--- config.mk ---
export PLATFORM = sky130hd
export DESIGN_NAME = apb4_slave_regfile
export DESIGN_NICKNAME = d
export VERILOG_FILES = /design/src/rtl/apb4_slave_regfile.sv
export SDC_FILE = /design/constraint.sdc
export NUM_CORES = 1
export LEC_CHECK = 0
export CAP_MARGIN = 10
export CORE_MARGIN = 1
export CORE_UTILIZATION = 27
export CTS_BUF_LIST = sky130_fd_sc_hd__clkbuf_4
export DETAILED_ROUTE_END_ITERATION = 10
export GPL_ROUTABILITY_DRIVEN = 0
export PLACE_DENSITY = 0.41
export RECOVER_POWER = 50
export SLEW_MARGIN = 20
export SYNTH_ARGS = -nofsm -noshare
export SYNTH_HDL_FRONTEND = slang
export SYNTH_SLANG_ARGS = --single-unit
--- constraint.sdc ---
create_clock -name clk -period 47.9 [get_ports clk]
set_clock_uncertainty 0.05 [all_clocks]
set_input_delay 7.185 -clock clk [delete_from_list [all_inputs] [get_ports clk]]
set_output_delay 7.185 -clock clk [all_outputs]
set_load 0.01 [all_outputs]
--- src/rtl/apb4_slave_regfile.sv ---
// APB4 slave register file: DEPTH x DATA_W registers with byte strobes,
// out-of-range error response and a fixed number of wait states.
// Optional build macro APB_PPROT_CHECK_EN: the upper half of the register
// space accepts only privileged accesses (PPROT[0]=1).
module apb4_slave_regfile #(
    parameter int                DATA_W      = 32,
    parameter int                ADDR_W      = 32,
    parameter int                DEPTH       = 16,
    parameter logic [ADDR_W-1:0] BASE_ADDR   = '0,
    parameter int                WAIT_STATES = 0
) (
    input  logic                clk,
    input  logic                RESET,
    input  logic [ADDR_W-1:0]   PADDR,
    input  logic [DATA_W-1:0]   PWDATA,
    input  logic                PWRITE,
    input  logic                PSELx,
    input  logic                PENABLE,
    input  logic [DATA_W/8-1:0] PSTRB,
    input  logic [2:0]          PPROT,
    output logic                PREADY,
    output logic [DATA_W-1:0]   PRDATA,
    output logic                PSLVERR
);

    localparam int                BYTES = DATA_W / 8;
    localparam int                LSB   = $clog2(BYTES);
    localparam int                IDX_W = $clog2(DEPTH);
    localparam logic [ADDR_W-1:0] SPAN  = ADDR_W'(DEPTH * BYTES);
    localparam logic [3:0]        WS    = 4'(WAIT_STATES);

    // The setup phase is the capture edge out of IDLE; registered PREADY
    // must already be valid in the first access cycle when WS is zero.
    typedef enum logic {IDLE, ACCESS} state_t;

    state_t               state_q, state_d;
    logic [3:0]           cnt_q, cnt_d;
    logic                 pready_q, pready_d;
    logic                 pslverr_q, pslverr_d;
    logic [DATA_W-1:0]    prdata_q, prdata_d;
    logic [IDX_W-1:0]     idx_q, idx_d;
    logic                 err_q, err_d;
    logic                 write_q, write_d;
    logic [DATA_W-1:0]    wdata_q, wdata_d;
    logic [BYTES-1:0]     strb_q, strb_d;
    logic [DATA_W-1:0]    regs_q [DEPTH];
    logic [DATA_W-1:0]    regs_d [DEPTH];

    logic [ADDR_W-1:0]    off;
    logic [IDX_W-1:0]     idx_in;
    logic                 err_in;

    // Decode the bus address; the result is captured at the setup edge.
    always_comb begin
        off    = PADDR - BASE_ADDR;
        idx_in = off[LSB +: IDX_W];
        err_in = (PADDR < BASE_ADDR) || (off >= SPAN);
`ifdef APB_PPROT_CHECK_EN
        if (idx_in[IDX_W-1] && !PPROT[0]) err_in = 1'b1;
`endif
    end

`ifdef APB_PPROT_CHECK_EN
    logic unused_prot;
    assign unused_prot = ^PPROT[2:1];
`else
    logic unused_prot;
    assign unused_prot = ^PPROT;
`endif

    // Next-state: transfer sequencing, wait counter, read load, write commit.
    always_comb begin
        state_d   = state_q;
        cnt_d     = cnt_q;
        pready_d  = 1'b0;
        pslverr_d = 1'b0;
        prdata_d  = prdata_q;
        idx_d     = idx_q;
        err_d     = err_q;
        write_d   = write_q;
        wdata_d   = wdata_q;
        strb_d    = strb_q;
        regs_d    = regs_q;
        case (state_q)
            IDLE: begin
                if (PSELx && !PENABLE) begin
                    idx_d   = idx_in;
                    err_d   = err_in;
                    write_d = PWRITE;
                    wdata_d = PWDATA;
                    strb_d  = PSTRB;
                    cnt_d   = WS;
                    state_d = ACCESS;
                    if (WS == 4'd0) begin
                        pready_d  = 1'b1;
                        pslverr_d = err_in;
                        if (!PWRITE) prdata_d = err_in ? '0 : regs_q[idx_in];
                    end
                end
            end
            ACCESS: begin
                if (!PSELx) begin
                    // Master abandoned the transfer: nothing commits.
                    state_d = IDLE;
                    cnt_d   = 4'd0;
                end else if (pready_q) begin
                    state_d = IDLE;
                    if (PENABLE && write_q && !err_q) begin
                        for (int b = 0; b < BYTES; b++)
                            if (strb_q[b]) regs_d[idx_q][b*8 +: 8] = wdata_q[b*8 +: 8];
                    end
                end else if (cnt_q <= 4'd1) begin
                    cnt_d     = 4'd0;
                    pready_d  = 1'b1;
                    pslverr_d = err_q;
                    if (!write_q) prdata_d = err_q ? '0 : regs_q[idx_q];
                end else begin
                    cnt_d = cnt_q - 4'd1;
                end
            end
            default: state_d = IDLE;
        endcase
    end

    // State and register storage with asynchronous reset.
    always_ff @(posedge clk or posedge RESET) begin
        if (RESET) begin
            state_q   <= IDLE;
            cnt_q     <= 4'd0;
            pready_q  <= 1'b0;
            pslverr_q <= 1'b0;
            prdata_q  <= '0;
            idx_q     <= '0;
            err_q     <= 1'b0;
            write_q   <= 1'b0;
            wdata_q   <= '0;
            strb_q    <= '0;
            regs_q    <= '{default: '0};
        end else begin
            state_q   <= state_d;
            cnt_q     <= cnt_d;
            pready_q  <= pready_d;
            pslverr_q <= pslverr_d;
            prdata_q  <= prdata_d;
            idx_q     <= idx_d;
            err_q     <= err_d;
            write_q   <= write_d;
            wdata_q   <= wdata_d;
            strb_q    <= strb_d;
            regs_q    <= regs_d;
        end
    end

    assign PREADY  = pready_q;
    assign PSLVERR = pslverr_q;
    assign PRDATA  = prdata_q;

endmodule

==> results of run 1 <==
==> sequential cells by signal, summed over array words and instances (netlist names) <==
signal,cells
PREADY,1
write_q,1
PSLVERR,1
wdata_q,32
strb_q,4
idx_q,4
err_q,1
regs_q,512
cnt_q,4
PRDATA,32
state_q,1
==> path summary, 6_finish.rpt <==
| check | cells past startpoint | start | to |
|---|---|---|---|
| min in group asynchronous | 2 | RESET | regs_q[44] |
| hold / removal | 2 | strb_q[3] | strb_q[3] |
| max in group clk | 6 | PSELx | cnt_q[2] |
| setup / recovery | 5 | RESET | regs_q[90] |
| setup reg to reg | 5 | state_q | cnt_q[2] |
| hold reg to reg | 2 | strb_q[3] | strb_q[3] |
==> power by group through the flow <==
stage	registers [mW]	logic [mW]	clock network (mW)
floorplan	0.531	0.0988	0
global placement	0.557	0.137	0
detailed placement	0.557	0.137	0
CTS	0.548	0.138	0.506
global route	0.552	0.144	0.534
finish	0.548	0.135	0.486
==> critical path: cells and delay by family <==
kind                   cells  cell delay [ps]
buffers and inverters      5             9360
==> synthesized netlist by cell type (4+ instances only) <==
| master | n |
|---|---|
| o31ai_1 | 28 |
| nand2_2 | 34 |
| buf_4 | 12 |
| mux4_2 | 195 |
| mux2_1 | 4 |
| nand2_1 | 190 |
| a211oi_1 | 32 |
| buf_2 | 44 |
| nor4_1 | 7 |
| nor3_1 | 10 |
| nor2b_1 | 32 |
| o22ai_1 | 60 |
| and2_1 | 5 |
| o21ai_0 | 9 |
| nand2b_1 | 7 |
| o221a_2 | 28 |
| mux2_2 | 569 |
| clkbuf_1 | 91 |
| inv_1 | 5 |
| dfrtp_1 | 593 |
| buf_1 | 8 |
| nor2_1 | 17 |
| nand4_2 | 4 |
| mux2i_1 | 96 |
| a221o_1 | 33 |
==> routing by layer <==
metal  wire length [um]  up-vias  part of all wire, %
met5                  0        -                    0
met4               3860        0                  3.6
met3               5250      251                  4.9
met2              49000      638                   46
met1              48600    10800                   46
li1                   -     8636                    -
==> placed cells by master, fill, tap and decap left out, types with 10 or more instances in the layout <==
master,count
dfrtp_1,590
mux2_2,569
clkbuf_4,249
nand2_1,211
mux4_2,195
clkdlybuf4s50_1,97
mux2i_1,96
o22ai_1,60
clkinv_1,40
a221o_1,33
a211oi_1,32
nor2b_1,31
o221a_2,28
o31ai_1,28
buf_4,17
nor2_1,16
nand2_2,11
nor3_1,10
==> stage by stage <==
stage,power [mW],setup WS [ps],instances
after floorplan,0.630,24070,2145
after global placement,0.694,37430,3606
after detailed placement,0.695,37420,3606
after CTS,1.19,38410,3906
after global routing,1.23,29650,3915
final,1.17,31560,3915
==> area by class of cell <==
| type | count | area (um^2) | area share [%] |
|---|---|---|---|
| Sequential cell | 593 | 14900 | 42.3 |
| Clock buffer | 249 | 1870 | 5.32 |
| Timing Repair Buffer | 132 | 1240 | 3.53 |
| Antenna cell | 8 | 20.0 | 0.0570 |
| Multi-Input combinational cell | 1389 | 14900 | 42.6 |
| Tap cell | 1488 | 1860 | 5.30 |
| Inverter | 5 | 20.0 | 0.0570 |
| Clock inverter | 51 | 304 | 0.866 |
==> cells by family (layout without fill, tap and decap cells) <==
kind of cell / Yosys count / in the layout
muxes: 864 / 864
DFF: 593 / 593
and+or+nand+nor: 325 / 325
AOI/OAI and AO/OA: 198 / 198
buffers and inverters: 163 / 437
adders and majority gates: 2 / 2
other: 0 / 8
==> out/qor.yml, run 1 <==
routing:
  via_per_inst: 5.18
  drtAntennaViolNets: 0
  vias: 20300
  wl_per_cell_um: 27.3
  dr.pass1.iters: 5
  drc: 0
  drtIter0Drc: 1449
  routed_wirelength_mm: 107
clock_network:
  cts_root_buf: "clkbuf_4"
  cts_max_level: 4
  numCtsBuffers: 177
  cts_sinks: 593
  clkTransAtPathRegs_ps: 60
  cts_resized: 0
  cts_max_path_buffers: 3
  cts_tree: "done"
  clkLatencyLatePin_ps: 1090
  cts_hold_buf: 0
  post_cts_buffers: 0
finish:
  final_area_um2: 35100
  fin_util_pct: 31.5
  drive_above_1_share_pct: 45.7
  fillers: 11200
  finalNetCount: 2376
  area.growth.synth_to_final_pct: 15.1
timing:
  finalSetupViolations: 0
  finalCritPeriodShare_pct: 34.1
  slew_headroom_pct: -274
  fin_hold_ws_ps: 431
  tns_ps: 0
  rsz0062_at_grt: "false"
  max_freq_mhz: 61.2
  post-route-min-period_ps: 16340
  worstMarginPinSlew_ps: 5620
  hold_violations: 0
  drv_slew: 558
synthesis:
  syn_avg_cell_area_um2: 14.2
  synth_edf_count: 0
  synth.top_cell.area_share_pct: 48.6
  yosysSeqAreaShare_pct: 48.6
  synth_flop_cell: "dfrtp_1"
  synth-simple-area-share_pct: 5.06
  synthesis.nets: 2223
  synth-compound-area-share_pct: 5.15
  synth.distinct_cells: 41
  post_synth_fa_ha_maj_area_fraction_pct: 0.0820
  syn_area_um2: 30500
  synth_top_family_by_area: "multiplexers"
  synthXorXnorAreaFrac_pct: 0
  synth_async_sr_flop_share_pct: 100
  synth_cells: 2145
  synth_area_leader_cell: "dfrtp_1"
  synth-seq-cells: 593
  ys.warnings.count: 0
  synthMuxAreaShare_pct: 38.7
  synth_area_leaders: "dfrtp_1 (49%), mux2_2 (21%), mux4_2 (14%)"
die:
  die-area_um2: 114000
  rows: 122
  initial_core_util_pct: 27.4
  pin_count: 110
  die_h_um: 338
  coreArea_um2: 111000
  chipWidth_um: 338
worst_setup_path:
  worst_setup_path_start_kind: "input port"
  cp_data_arrival_time_ps: 16760
  worstPathRequired_ps: 48310
  path_common_cell: "clkbuf_1"
  path_cells: "dlygate4sd3_1, clkinvlp_2, clkbuf_1, clkbuf_1, clkbuf_1"
  slowest_delay_ps: 3070
  path_class: "input port to async pin"
  worst_setup_path_end_kind: "async pin"
  r2r_slack_ps: 43610
  slowest_stage: "clkinvlp_2"
  path_max_fanout: 121
global_route:
  met3_usage_pct: 3.68
  grt_pass1_wl_mm: 155
  grtUsageMet2_pct: 28.8
  antenna_found_initial: 2
  grt_usage_pct: 18.6
  grt_busiest_layer: "met2"
  grtUsageMet1_pct: 25.3
  grt_pass1_vias: 22000
  globalRouteOverflowTotal: 0
  grt_max_degree: 147
power:
  seq_power_share_pct: 46.9
  switching_share_pct: 29.6
  power.leakage_nw: 16.1
  p_comb_share_pct: 11.6
  peakVddDrop_mv: 0.0232
  power_density_nw_per_um2: 33.3
  p_switching_mw: 0.347
  internal-power_mw: 0.823
  clkPwrFrac_pct: 41.6
hold_path:
  hold_path.class: "register to register"
placed_design:
  port_buffers: 104
  dp_hpwl_mm: 58.8
  place_area_um2: 33000
run_status:
  status: "complete, but fails checks"
  violations: "max-capacitance violations, max-slew violations"
run:
  cap_viol_max_count: 9
Power figures use the tool's default switching activity.
==> run 2, diff against run 1 <==
--- a/config.mk
+++ b/config.mk
@@ -11,7 +11,7 @@
 export CTS_BUF_LIST = sky130_fd_sc_hd__clkbuf_4
 export DETAILED_ROUTE_END_ITERATION = 10
 export GPL_ROUTABILITY_DRIVEN = 0
-export PLACE_DENSITY = 0.41
+export PLACE_DENSITY = 0.42
 export RECOVER_POWER = 50
 export SLEW_MARGIN = 20
 export SYNTH_ARGS = -nofsm -noshare
==> constraint.sdc (replaced) <==
create_clock -name clk -period 14.04 [get_ports clk]
set_clock_uncertainty 0.05 [all_clocks]
set_input_delay 2.106 -clock clk [delete_from_list [all_inputs] [get_ports clk]]
set_output_delay 2.106 -clock clk [all_outputs]
set_load 0.01 [all_outputs]
==> run 2 against run 1 <==
  * The run still ends with max-capacitance violations, max-slew violations left
  * Global-route usage decreased by 0.40 points
  * Via count decreased by 0.19%
  * Worst hold slack got worse by 3.5 ps
  * Critical path depth unchanged
  * Cell count decreased by 0.59%
  * Critical endpoint is now regs_q[325]
  * Largest cell class unchanged
  * Largest power group unchanged
==> out/qor.yml, run 2 (synthesis gave the netlist of run 1 again) <==
die:
  chipWidth_um: 338  # unchanged
  initial_core_util_pct: 27.4  # unchanged
  die_h_um: 338  # unchanged
  die-area_um2: 114000  # unchanged
  coreArea_um2: 111000  # unchanged
  rows: 122  # unchanged
  pin_count: 110  # unchanged
power:
  power_density_nw_per_um2: 114  # +240%
  peakVddDrop_mv: 0.0826  # +260%
  power.leakage_nw: 16.1  # about the same
  finalPower_mw: 4.02  # +240%
global_route:
  grt_pass1_vias: 21800  # -0.96%
  grt_pass1_wl_mm: 153  # -1.2%
  antenna_found_initial: 2  # unchanged
  grt_max_degree: 167  # +14%
  grt_usage_pct: 18.2  # -0.40 points
  globalRouteOverflowTotal: 0  # unchanged
routing:
  routed_wirelength_mm: 104  # -2.6%
  wl_per_cell_um: 26.7  # -2.0%
  drtIter0Drc: 1374  # -5.2%
  dr.pass1.iters: 5  # unchanged
  drc: 0  # unchanged
  via_per_inst: 5.20  # +0.40%
  drtAntennaViolNets: 0  # unchanged
  vias: 20200  # -0.19%
clock_network:
  cts_sinks: 593  # unchanged
  cts_hold_buf: 0  # unchanged
  cts_max_path_buffers: 3  # unchanged
  clkLatencyLatePin_ps: 1030  # -60 ps
  cts_tree: "done"
  cts_resized: 0  # unchanged
  cts_root_buf: "clkbuf_4"
  clkTransAtPathRegs_ps: 60  # about the same
  numCtsBuffers: 174  # -1.7%
  post_cts_buffers: 0  # unchanged
  cts_max_level: 4  # unchanged
finish:
  finalNetCount: 2372  # -0.17%
  area.growth.synth_to_final_pct: 15.1  # about the same
  fin_util_pct: 31.5  # about the same
  mostFrequentLayoutCells: "dfrtp_1 (590), mux2_2 (568), clkbuf_4 (236)"
  layout_commonest_cell: "dfrtp_1"
  largest_reg_flops: 512  # unchanged
  regArea_um2: 14900  # unchanged
  multi_input_area_um2: 15000  # +0.13%
  fillers: 11200  # -0.027%
  drive_above_1_share_pct: 46.1  # +0.35 points
  largest_register: "regs_q"
timing:
  fin_hold_ws_ps: 427  # -3.52 ps
  slew_headroom_pct: -165  # +110 points
  max_freq_mhz: 151
  finalSetupViolations: 0  # unchanged
  rsz0062_at_grt: "false"
  finalCritPeriodShare_pct: 47.3
  drv_slew: 237  # -58%
  post-route-min-period_ps: 6640
  hold_violations: 0  # unchanged
  worstMarginPinSlew_ps: 3970  # -1640 ps
  tns_ps: 0  # unchanged
  fin_ws_ps: 7400  # -24150 ps
worst_setup_path:
  path_max_fanout: 166  # +37%
  worst_setup_path_end_kind: "async pin"
  path_class: "input port to async pin"
  cp_data_arrival_time_ps: 7590  # -9170 ps
  worstPathRequired_ps: 14990  # -33320 ps
  worst_setup_path_start_kind: "input port"
placed_design:
  port_buffers: 104  # unchanged
  dp_hpwl_mm: 57.4  # -2.3%
  place_ws_ps: 8610  # -28820 ps
run:
  cap_viol_max_count: 5  # -4
run_status:
  violations: "max-capacitance violations, max-slew violations"
  status: "complete, but fails checks"
hold_path:
  hold_path.class: "register to register"
## run 2: cell types whose count changed in the layout (fill, tap and decap cells not counted), moves of 2 or more
cell and delta:
clkbuf_4 -13, diode_2 -7, clkinv_2 +4, bufinv_16 +4
inv_2 -5, nand2_1 -5, clkinvlp_4 +2, clkinv_1 -9
nand2_2 +6, buf_4 +2, clkbuf_1 -3
## run 2: worst max-delay path, cell delays in order
cell           delay [ps]
dlygate4sd3_1         540
clkinvlp_2            100
buf_12                580
clkbuf_1             2840
buf_4                1060
## run 2: path summary, 6_finish.rpt
path                       startpoint           to  slack [ps]  depth (start not counted)
max                             RESET  regs_q[325]        7400                          5
min                         strb_q[0]    strb_q[0]         430                          2
max reg2reg                  idx_q[3]   PRDATA[29]        9110                          7
min reg2reg                 strb_q[0]    strb_q[0]         430                          2
max in group clk                PSELx     cnt_q[2]        8480                          7
min in group asynchronous       RESET   PRDATA[14]        1740                          3
## run 2: layer usage
layer | share of wire, % | global-route usage, % | vias up
li1 | - | - | 8634
met1 | 45 | 24.8 | 10700
met2 | 46 | 28.4 | 649
met3 | 5.1 | 3.66 | 206
met4 | 3.2 | 6.88 | 0
met5 | 0 | 0 | -
## run 2: power by group
group / internal [mW] / switching [mW] / total [mW]
combinational: 0.181 / 0.271 / 0.451
sequential: 1.75 / 0.128 / 1.87
clock: 0.916 / 0.778 / 1.69
total: 2.84 / 1.18 / 4.02
## run 2: per-stage QoR
stage / instances / area, um^2
after floorplan: 2145 / 30500
after global placement: 3606 / 33000
after detailed placement: 3606 / 33000
after CTS: 3891 / 35200
after global routing: 3892 / 35100
final: 3892 / 35100
## run 2: final cells by class
type / instances / share of cell area [%]
diodes: 1 / 0.00712
clock buffers: 236 / 5.04
clock inverters: 49 / 1.21
inverters: 5 / 0.0570
multi-input cells: 1389 / 42.6
flip-flops and latches: 593 / 42.3
well taps: 1488 / 5.30
repair buffers: 131 / 3.54
